--- config.mk ---
export PLATFORM = sky130hd
export DESIGN_NAME = xc_malu_divrem_ctl
export DESIGN_NICKNAME = d
export VERILOG_FILES = /design/src/rtl/xc_malu_divrem_ctl.sv
export SDC_FILE = /design/constraint.sdc
export NUM_CORES = 1
export LEC_CHECK = 0
export BUFFER_PORTS_ARGS = -buffer_cell sky130_fd_sc_hd__buf_4
export CAP_MARGIN = 15
export CORE_AREA = 2 2 148 150
export CTS_BUF_LIST = sky130_fd_sc_hd__clkbuf_4
export DETAILED_ROUTE_END_ITERATION = 10
export DIE_AREA = 0 0 150 152
export PLACE_DENSITY = 0.51
export SLEW_MARGIN = 20
export SYNTH_ARGS = -nofsm -noshare
export SYNTH_HDL_FRONTEND = slang
export SYNTH_SLANG_ARGS = --single-unit
--- constraint.sdc ---
create_clock -name clock -period 1.98 [get_ports clock]
set_input_delay 0.396 -clock clock [delete_from_list [all_inputs] [get_ports clock]]
set_output_delay 0.396 -clock clock [all_outputs]
set_load 0.05 [all_outputs]
--- src/rtl/xc_malu_divrem_ctl.sv ---
// ---------------------------------------------------------------------------
// xc_malu_divrem_ctl
//
// Sequencer for the multi-cycle divide/remainder datapath of the MALU.
// Owns the iteration counter, the 64-bit accumulator and the 32-bit
// argument register, accepts DIV/DIVU/REM/REMU requests over a
// hold-until-ready handshake and walks the datapath through one load
// cycle, 32 iteration cycles and a completion cycle.
//
// Optional feature macro: XC_MALU_DIVZERO_FAST_EN
//   When defined, a request with a zero divisor bypasses the datapath and
//   completes one cycle after acceptance from a captured result register.
//   When undefined, divide by zero takes the normal iterative path; the
//   returned values are identical either way.
// ---------------------------------------------------------------------------
module xc_malu_divrem_ctl (
    input  logic        clock,
    input  logic        resetn,
    // pipeline side
    input  logic        valid,
    input  logic [1:0]  op,
    input  logic [31:0] rs1,
    input  logic [31:0] rs2,
    input  logic        flush,
    output logic        ready,
    output logic [31:0] result,
    output logic        busy,
    // datapath side
    output logic        dr_valid,
    output logic        dr_op_signed,
    output logic        dr_flush,
    output logic [5:0]  dr_counter,
    output logic [5:0]  dr_n_counter,
    output logic [63:0] dr_accumulator,
    output logic [31:0] dr_argument,
    input  logic [63:0] dr_n_accumulator,
    input  logic [32:0] dr_n_argument,
    input  logic        dr_finished,
    input  logic [31:0] dr_quotient,
    input  logic [31:0] dr_dividend
);

    localparam logic [1:0] S_IDLE = 2'd0;
    localparam logic [1:0] S_RUN  = 2'd1;
    localparam logic [1:0] S_DONE = 2'd2;

    localparam logic [5:0] LAST_ITER = 6'd31;

    logic [1:0]  state_q;
    logic [1:0]  state_d;
    logic [5:0]  counter_q;
    logic [5:0]  counter_d;
    logic [63:0] acc_q;
    logic [63:0] acc_d;
    logic [31:0] arg_q;
    logic [31:0] arg_d;
    logic [1:0]  op_q;
    logic [1:0]  op_d;

    // Datapath start for an accepted request that needs the iterative path.
    logic        start_s;

`ifdef XC_MALU_DIVZERO_FAST_EN
    // Zero-divisor shortcut: result is known at acceptance time.
    logic        fast_start_s;
    logic        fast_q;
    logic        fast_d;
    logic [31:0] fres_q;
    logic [31:0] fres_d;
`endif

    // The datapath done flag is a datapath health indicator only and bit 32
    // of the next argument is a datapath-internal carry; neither steers the
    // sequencer.
    logic        unused_inputs_s;
    assign unused_inputs_s = dr_n_argument[32] ^ dr_finished;

    // Decide whether a request is accepted this cycle and which path it takes.
    always_comb begin
        start_s = 1'b0;
`ifdef XC_MALU_DIVZERO_FAST_EN
        fast_start_s = 1'b0;
`endif
        if ((state_q == S_IDLE) && valid && !flush) begin
`ifdef XC_MALU_DIVZERO_FAST_EN
            if (rs2 == 32'd0) begin
                fast_start_s = 1'b1;
            end else begin
                start_s = 1'b1;
            end
`else
            start_s = 1'b1;
`endif
        end else begin
            start_s = 1'b0;
        end
    end

    // Next-state and register-update logic for the sequencer.
    always_comb begin
        state_d   = state_q;
        counter_d = counter_q;
        acc_d     = acc_q;
        arg_d     = arg_q;
        op_d      = op_q;
`ifdef XC_MALU_DIVZERO_FAST_EN
        fast_d    = fast_q;
        fres_d    = fres_q;
`endif
        if (flush) begin
            // Abandon whatever is in flight; flush also beats a new request.
            state_d   = S_IDLE;
            counter_d = 6'd0;
`ifdef XC_MALU_DIVZERO_FAST_EN
            fast_d    = 1'b0;
`endif
        end else begin
            case (state_q)
                S_IDLE: begin
                    if (start_s) begin
                        acc_d     = dr_n_accumulator;
                        arg_d     = dr_n_argument[31:0];
                        counter_d = 6'd0;
                        op_d      = op;
                        state_d   = S_RUN;
`ifdef XC_MALU_DIVZERO_FAST_EN
                        fast_d    = 1'b0;
                    end else if (fast_start_s) begin
                        op_d      = op;
                        fast_d    = 1'b1;
                        fres_d    = op[1] ? rs1 : 32'hFFFF_FFFF;
                        state_d   = S_DONE;
`endif
                    end else begin
                        state_d = S_IDLE;
                    end
                end
                S_RUN: begin
                    acc_d     = dr_n_accumulator;
                    arg_d     = dr_n_argument[31:0];
                    counter_d = counter_q + 6'd1;
                    if (counter_q == LAST_ITER) begin
                        state_d = S_DONE;
                    end else begin
                        state_d = S_RUN;
                    end
                end
                S_DONE: begin
                    // Result is presented this cycle; registers hold.
                    state_d = S_IDLE;
                end
                default: begin
                    // Unreachable encoding: recover to a clean idle state.
                    state_d   = S_IDLE;
                    counter_d = 6'd0;
                end
            endcase
        end
    end

    // Sequencer state registers with asynchronous active-low reset.
    always_ff @(posedge clock or negedge resetn) begin
        if (!resetn) begin
            state_q   <= S_IDLE;
            counter_q <= 6'd0;
            acc_q     <= 64'd0;
            arg_q     <= 32'd0;
            op_q      <= 2'd0;
`ifdef XC_MALU_DIVZERO_FAST_EN
            fast_q    <= 1'b0;
            fres_q    <= 32'd0;
`endif
        end else begin
            state_q   <= state_d;
            counter_q <= counter_d;
            acc_q     <= acc_d;
            arg_q     <= arg_d;
            op_q      <= op_d;
`ifdef XC_MALU_DIVZERO_FAST_EN
            fast_q    <= fast_d;
            fres_q    <= fres_d;
`endif
        end
    end

    // A flushed operation never reports completion, even from DONE.
    assign ready          = (state_q == S_DONE) && !flush;
    assign busy           = (state_q == S_RUN) || (state_q == S_DONE);
    assign dr_valid       = start_s;
    assign dr_op_signed   = ~op[0];
    assign dr_flush       = flush || (state_q == S_DONE);
    assign dr_counter     = counter_q;
    assign dr_n_counter   = counter_q + 6'd1;
    assign dr_accumulator = acc_q;
    assign dr_argument    = arg_q;

    // Result select: remainder for REM/REMU, quotient otherwise, zero when idle.
    always_comb begin
        result = 32'd0;
        if (ready) begin
`ifdef XC_MALU_DIVZERO_FAST_EN
            if (fast_q) begin
                result = fres_q;
            end else begin
                result = op_q[1] ? dr_dividend : dr_quotient;
            end
`else
            result = op_q[1] ? dr_dividend : dr_quotient;
`endif
        end else begin
            result = 32'd0;
        end
    end

endmodule

==> flow_summary.toml, run 1 <==
[run_status]
status = "complete, but fails checks"
violations = "negative setup slack"

[timing]
clock_skew_ps = 10.7
hold_ws_ps = 143
drv_slew = 0
setup_slack_ps = -95.9
relSlewSlack = 0.547
rsz0062_at_grt = "yes"
worst-slew-pin-transition_ps = 670
fmax_ghz = 0.482
finalCritPeriodShare = 1.05
setup_viol = 36
finalCriticalPeriod_ps = 2080
hold_violations = 0

[clock_network]
cts-root-buf = "clkbuf_4"
clkLatencyLatePin_ps = 450
clk_pin_slew_ps = 150
cts_inserted_buffers = 9
clock_path_buffers = 2
htreeDepth = 3
cts_tree = "built"
cts.sinks = 105

[layout]
drive_gt1_frac = 0.699
instances_no_fill = 953
final_nets = 904
fillCellCount = 2081
syn2layout_area_growth_pct = 77.0
final_cell_area_um2 = 8220

[floorplan]
design.die.area_um2 = 22800
core_um2 = 21400
row_count = 54
die_h_um = 152
die_w_um = 150
pin_count = 377
start_util = 0.218

[routing]
vias = 3966
drc = 0
dr.pass1.iters = 4
routed_wl_um = 14700
wl_per_cell_um = 15.4
drt_iter0_markers = 98
viasPerCell = 4.16
ant_nets = 0

[place]
dp.cells = 917
io_buffers = 310
place.gp.congestion = 0.877
hpwlAfterDp_um = 10800
placed_cell_area_um2 = 7410
post-place-ws_ps = 108

[grt]
grt_usage = 0.123
overflow = 0
grt_pass1_vias = 4360
grt_max_degree = 50
grt_pass1_wl_um = 22300
antenna_found_initial = 1

[logic_synthesis]
synthTopCellsByArea = "dfrtp_1 (57%), mux2_2 (14%), mux2_1 (9.7%)"
ys_seq_area_frac = 0.566
netlist_area_um2 = 4640
ys_types = 31
synth_area_per_cell_um2 = 13.9
synthArstFlopShare = 1.00
synth_top_area_cell = "dfrtp_1"
synth_top_area_frac = 0.566
ys.flop_type = "dfrtp_1"
syn-num-nets = 570
netlist_instances = 334
synth-edff-count = 0
ys_seq_elements = 105
ys_warn_count = 0

[flow_run]
max_cap_violations = 0

[worst_setup_path]
required_ps = 1580
startpoint_type = "flip-flop"
cp.arrival_ps = 1680
worst_setup_path_end_kind = "output pin"
critPathMaxFanout = 2
worst-setup-path-type = "reg -> out"

[hold_path]
min_path_type = "in -> reg"

[power_and_ir_drop]
power_density_nw_per_um2 = 983
irDropWorstVdd_mv = 0.550
leakage_nw = 3.87
## worst paths after layout
check | start | endpoint | slack [ps] | cells after the start
min in group asynchronous | resetn | dr_accumulator[4]$_DFFE_PN0P_ | 380 | 2
max reg2reg | state_q[1]$_DFF_PN0_ | dr_counter[0]$_DFFE_PN0P_ | 60 | 6
max in group asynchronous | resetn | dr_argument[0]$_DFFE_PN0P_ | 1000 | 3
min | dr_n_argument[28] | dr_argument[28]$_DFFE_PN0P_ | 140 | 2
max | state_q[1]$_DFF_PN0_ | dr_flush | -100 | 5
min reg2reg | dr_accumulator[26]$_DFFE_PN0P_ | dr_accumulator[26]$_DFFE_PN0P_ | 510 | 1
## layout make-up
cell class,instances,area (um2),area share
sequential,105,2630,0.320
clock inverter,6,106,0.0129
inverter,8,30.0,0.00365
antenna,1,2.50,0.000304
clock buffer,9,67.6,0.00822
tap,280,350,0.0426
timing repair buffer,342,2920,0.355
multi-input combinational,202,2110,0.257
## placed cells by master (no fill, tap or decap), types with 3 or more instances in the layout
cell type / count
dfrtp_2: 5
bufinv_16: 3
clkbuf_4: 9
nor2_2: 29
buf_8: 4
dfrtp_1: 100
buf_12: 9
clkbuf_16: 3
nor2_4: 4
buf_6: 36
mux2i_1: 30
buf_4: 288
inv_1: 7
nor2b_1: 3
mux2_2: 59
mux2_1: 40
xnor2_4: 3
nand3_4: 3
## state kept, by name, summed over array words and instances (netlist names)
signal          flops
op_q                1
state_q             2
dr_argument        32
dr_counter          6
dr_accumulator     64
## what timing repair did
| item | CTS | global route |
|---|---|---|
| pin swaps | 3 | 7 |
| endpoints found under the hold margin | 25 | 0 |
| setup endpoints to repair | 39 | 99 |
| cloned | 1 | 3 |
| hold buffers | 1 | 0 |
| buffers inserted | 10 | 6 |
| gates resized for setup | 79 | 30 |
## synth_stat cells (4+ instances only)
cell	count
buf_6	5
mux2_1	40
nor2b_1	4
clkbuf_1	5
dfrtp_1	105
buf_4	5
ha_1	4
mux2i_1	32
buf_2	4
mux2_2	59
inv_1	8
nor2_1	34
## routing by layer
metal | track usage | up-vias | part of all wire
met5 | 0 | - | 0
met4 | 0.0499 | 0 | 0.024
met3 | 0.0405 | 33 | 0.076
met2 | 0.212 | 168 | 0.51
met1 | 0.139 | 1929 | 0.39
li1 | - | 1836 | -
## report_power, final
| group | switching (W) | internal [W] | total, W |
|---|---|---|---|
| Clock | 0.000698 | 0.000630 | 0.00133 |
| Sequential | 0.000257 | 0.00263 | 0.00288 |
| Combinational | 0.00247 | 0.00140 | 0.00387 |
| Total | 0.00342 | 0.00466 | 0.00808 |
## metrics by stage
stage	total power, W	setup TNS [ps]	utilization
2_1_floorplan	0.00537	-3860	-
3_3_place_gp	0.00667	0	0.347
3_5_place_dp	0.00672	0	0.347
4_1_cts	0.00815	-5700	0.373
5_1_grt	0.00849	-7740	0.385
6_report	0.00808	-2390	0.385
## cell families after synthesis
| kind of cell | synth area share |
|---|---|
| simple gates | 0.0550 |
| flops | 0.566 |
| buf+inv | 0.0350 |
| xor+xnor | 0.00566 |
| mux | 0.309 |
| fa+ha+maj | 0.0108 |
| compound gates | 0.0189 |
## critical path, cell delays in order, from the launching register on
cell,delay [ps]
dfrtp_1,440
ha_4,180
buf_4,130
buf_6,110
or2_4,220
buf_8,150
Note: power is estimated with default switching activity, not from simulation.
==> inputs of run 2 (changes only) <==
- ABC_CLOCK_PERIOD_IN_PS: not set -> 1850
- CORE_AREA: 2 2 148 150 -> 2 2 147 149
- DIE_AREA: 0 0 150 152 -> 0 0 149 151
- PLACE_DENSITY: 0.51 -> 0.54
- clock period: 1.98 -> 1.85 ns (I/O delays scaled with it)
==> run 2 against run 1 <==
The flow still finishes with violations (negative setup slack). First-iteration DRC count grew 4.1%. Design area grew 12%. Clock power shrank 15%. Clock-buffer cell count is the same. Die area shrank 1.3%. Utilization grew 5.8 points. Flip-flop and latch count is the same. Sequential share of layout area shrank 3.5 points. Cell count grew 1.5%. Sequential power grew 8.3%. Critical endpoint is now result[25]. Largest cell class unchanged. Largest power group unchanged. Highest routed layer unchanged.
==> flow_summary.toml, run 2 (synthesized netlist as in run 1, its figures left out) <==
[place]
io_buffers = 310
hpwlAfterDp_um = 10900
place.gp.congestion = 0.793

[routing]
drt_iter0_markers = 102
dr.pass1.iters = 4
wl_per_cell_um = 18.2
vias = 4116
ant_nets = 0
routed_wl_um = 17600
drc = 0
viasPerCell = 4.26

[floorplan]
die_h_um = 151
core_um2 = 20800
row_count = 53
start_util = 0.223
die_w_um = 149
design.die.area_um2 = 22500
pin_count = 377

[worst_setup_path]
worst-setup-path-type = "reg -> out"
required_ps = 1480
critPathMaxFanout = 8
worst_setup_path_end_kind = "output pin"
cp.arrival_ps = 1730
startpoint_type = "flip-flop"

[flow_run]
max_cap_violations = 0

[timing]
relSlewSlack = 0.682
hold_violations = 0
setup-tns-final_ps = -21770
setup_slack_ps = -250
clock_skew_ps = 23.5
worst-slew-pin-transition_ps = 477
finalCritPeriodShare = 1.14
drv_slew = 0
setup_viol = 135
rsz0062_at_grt = "yes"
fmax_ghz = 0.476
finalCriticalPeriod_ps = 2100

[grt]
grt_pass1_vias = 4414
grt_pass1_wl_um = 24600
antenna_found_initial = 1
grt_usage = 0.143
overflow = 0
grt_max_degree = 49

[layout]
final_nets = 922
multi_input_area_um2 = 2660
syn2layout_area_growth_pct = 98.6
final_common_cell = "buf_4"
regArea_um2 = 2630
layout_common_cells = "buf_4 (281), dfrtp_1 (100), mux2_4 (96)"
drive_gt1_frac = 0.781
largest_register_ffs = 64
final_util = 0.443
fillCellCount = 1938

[clock_network]
htreeDepth = 3
cts.sinks = 105
cts_tree = "built"
cts-root-buf = "clkbuf_4"
clkLatencyLatePin_ps = 480
cts_inserted_buffers = 9
clock_path_buffers = 2
clk_pin_slew_ps = 180

[power_and_ir_drop]
p_seq_frac = 0.344
switching_share = 0.438
internal_power_w = 0.00510
irDropWorstVdd_mv = 0.454
clkPwrFrac = 0.124
power_w = 0.00907
leakage_nw = 4.41
p_switching_w = 0.00397
combinationalPowerShare = 0.531
power_density_nw_per_um2 = 984

[run_status]
status = "complete, but fails checks"
violations = "negative setup slack"

[hold_path]
min_path_type = "in -> reg"
[run 2: cell types whose count changed in the layout (fill, tap and decap cells not counted), moves of 15 or more]
cell	before	now
mux2_4	0	96
mux2_1	40	0
nor2_4	4	33
buf_6	36	21
buf_8	4	34
nor2_2	29	0
mux2_2	59	3
[run 2: power groups by stage]
stage          Combinational, W  Clock (W)  Sequential (W)
2_1_floorplan          0.000802          0         0.00494
6_report                0.00482    0.00113         0.00312
5_1_grt                 0.00500    0.00131         0.00318
3_5_place_dp            0.00406          0         0.00314
4_1_cts                 0.00449    0.00121         0.00310
3_3_place_gp            0.00402          0         0.00311
[run 2: per-stage QoR]
step           area, um2  setup slack (ps)  instances  hold WS, ps
4_1_cts             8640              -284        961         35.2
3_3_place_gp        7360              14.9        910          360
6_report            9220              -250        967         99.1
3_5_place_dp        7360             -46.5        910          373
5_1_grt             9220              -369        967         25.7
2_1_floorplan       4680              -235        334         74.4
[run 2: layout make-up]
cell class                 instances  area share
clock inverter                     7     0.00678
clock buffer                       9     0.00733
antenna                            1    0.000271
tap                              275      0.0373
timing repair buffer             360       0.370
multi-input combinational        202       0.288
sequential                       105       0.286
inverter                           8     0.00407
[run 2: routing by layer]
layer / vias up / GRT usage / wire length [um] / share of wire
li1: 1879 / - / - / -
met1: 2050 / 0.170 / 7020 / 0.40
met2: 168 / 0.256 / 9240 / 0.53
met3: 19 / 0.0407 / 1100 / 0.062
met4: 0 / 0.0333 / 215 / 0.012
met5: - / 0 / 0 / 0
[run 2: worst paths after layout]
kind | start | end | slack [ps] | cells past startpoint
max | state_q[0]$_DFF_PN0_ | result[25] | -250 | 6
min | dr_n_argument[4] | dr_argument[4]$_DFFE_PN0P_ | 100 | 2
max reg2reg | state_q[0]$_DFF_PN0_ | dr_accumulator[25]$_DFFE_PN0P_ | -210 | 10
min reg2reg | dr_accumulator[33]$_DFFE_PN0P_ | dr_accumulator[33]$_DFFE_PN0P_ | 530 | 1
max in group asynchronous | resetn | dr_accumulator[38]$_DFFE_PN0P_ | 770 | 3
min in group asynchronous | resetn | dr_accumulator[30]$_DFFE_PN0P_ | 390 | 2
[run 2: what timing repair did]
item	CTS	global route
endpoints found under the setup margin	136	139
gates resized for setup	166	149
buffers inserted	20	9
cloned	14	4
endpoints found under the hold margin	32	0
hold buffers	1	0
pin swaps	10	20
[run 2: worst max-delay path: stages (launching register included)]
cell and delay [ps]:
dfrtp_1 420, inv_2 90, ha_4 150, nand2b_4 120, clkbuf_16 220, nor2_4 110, buf_8 150
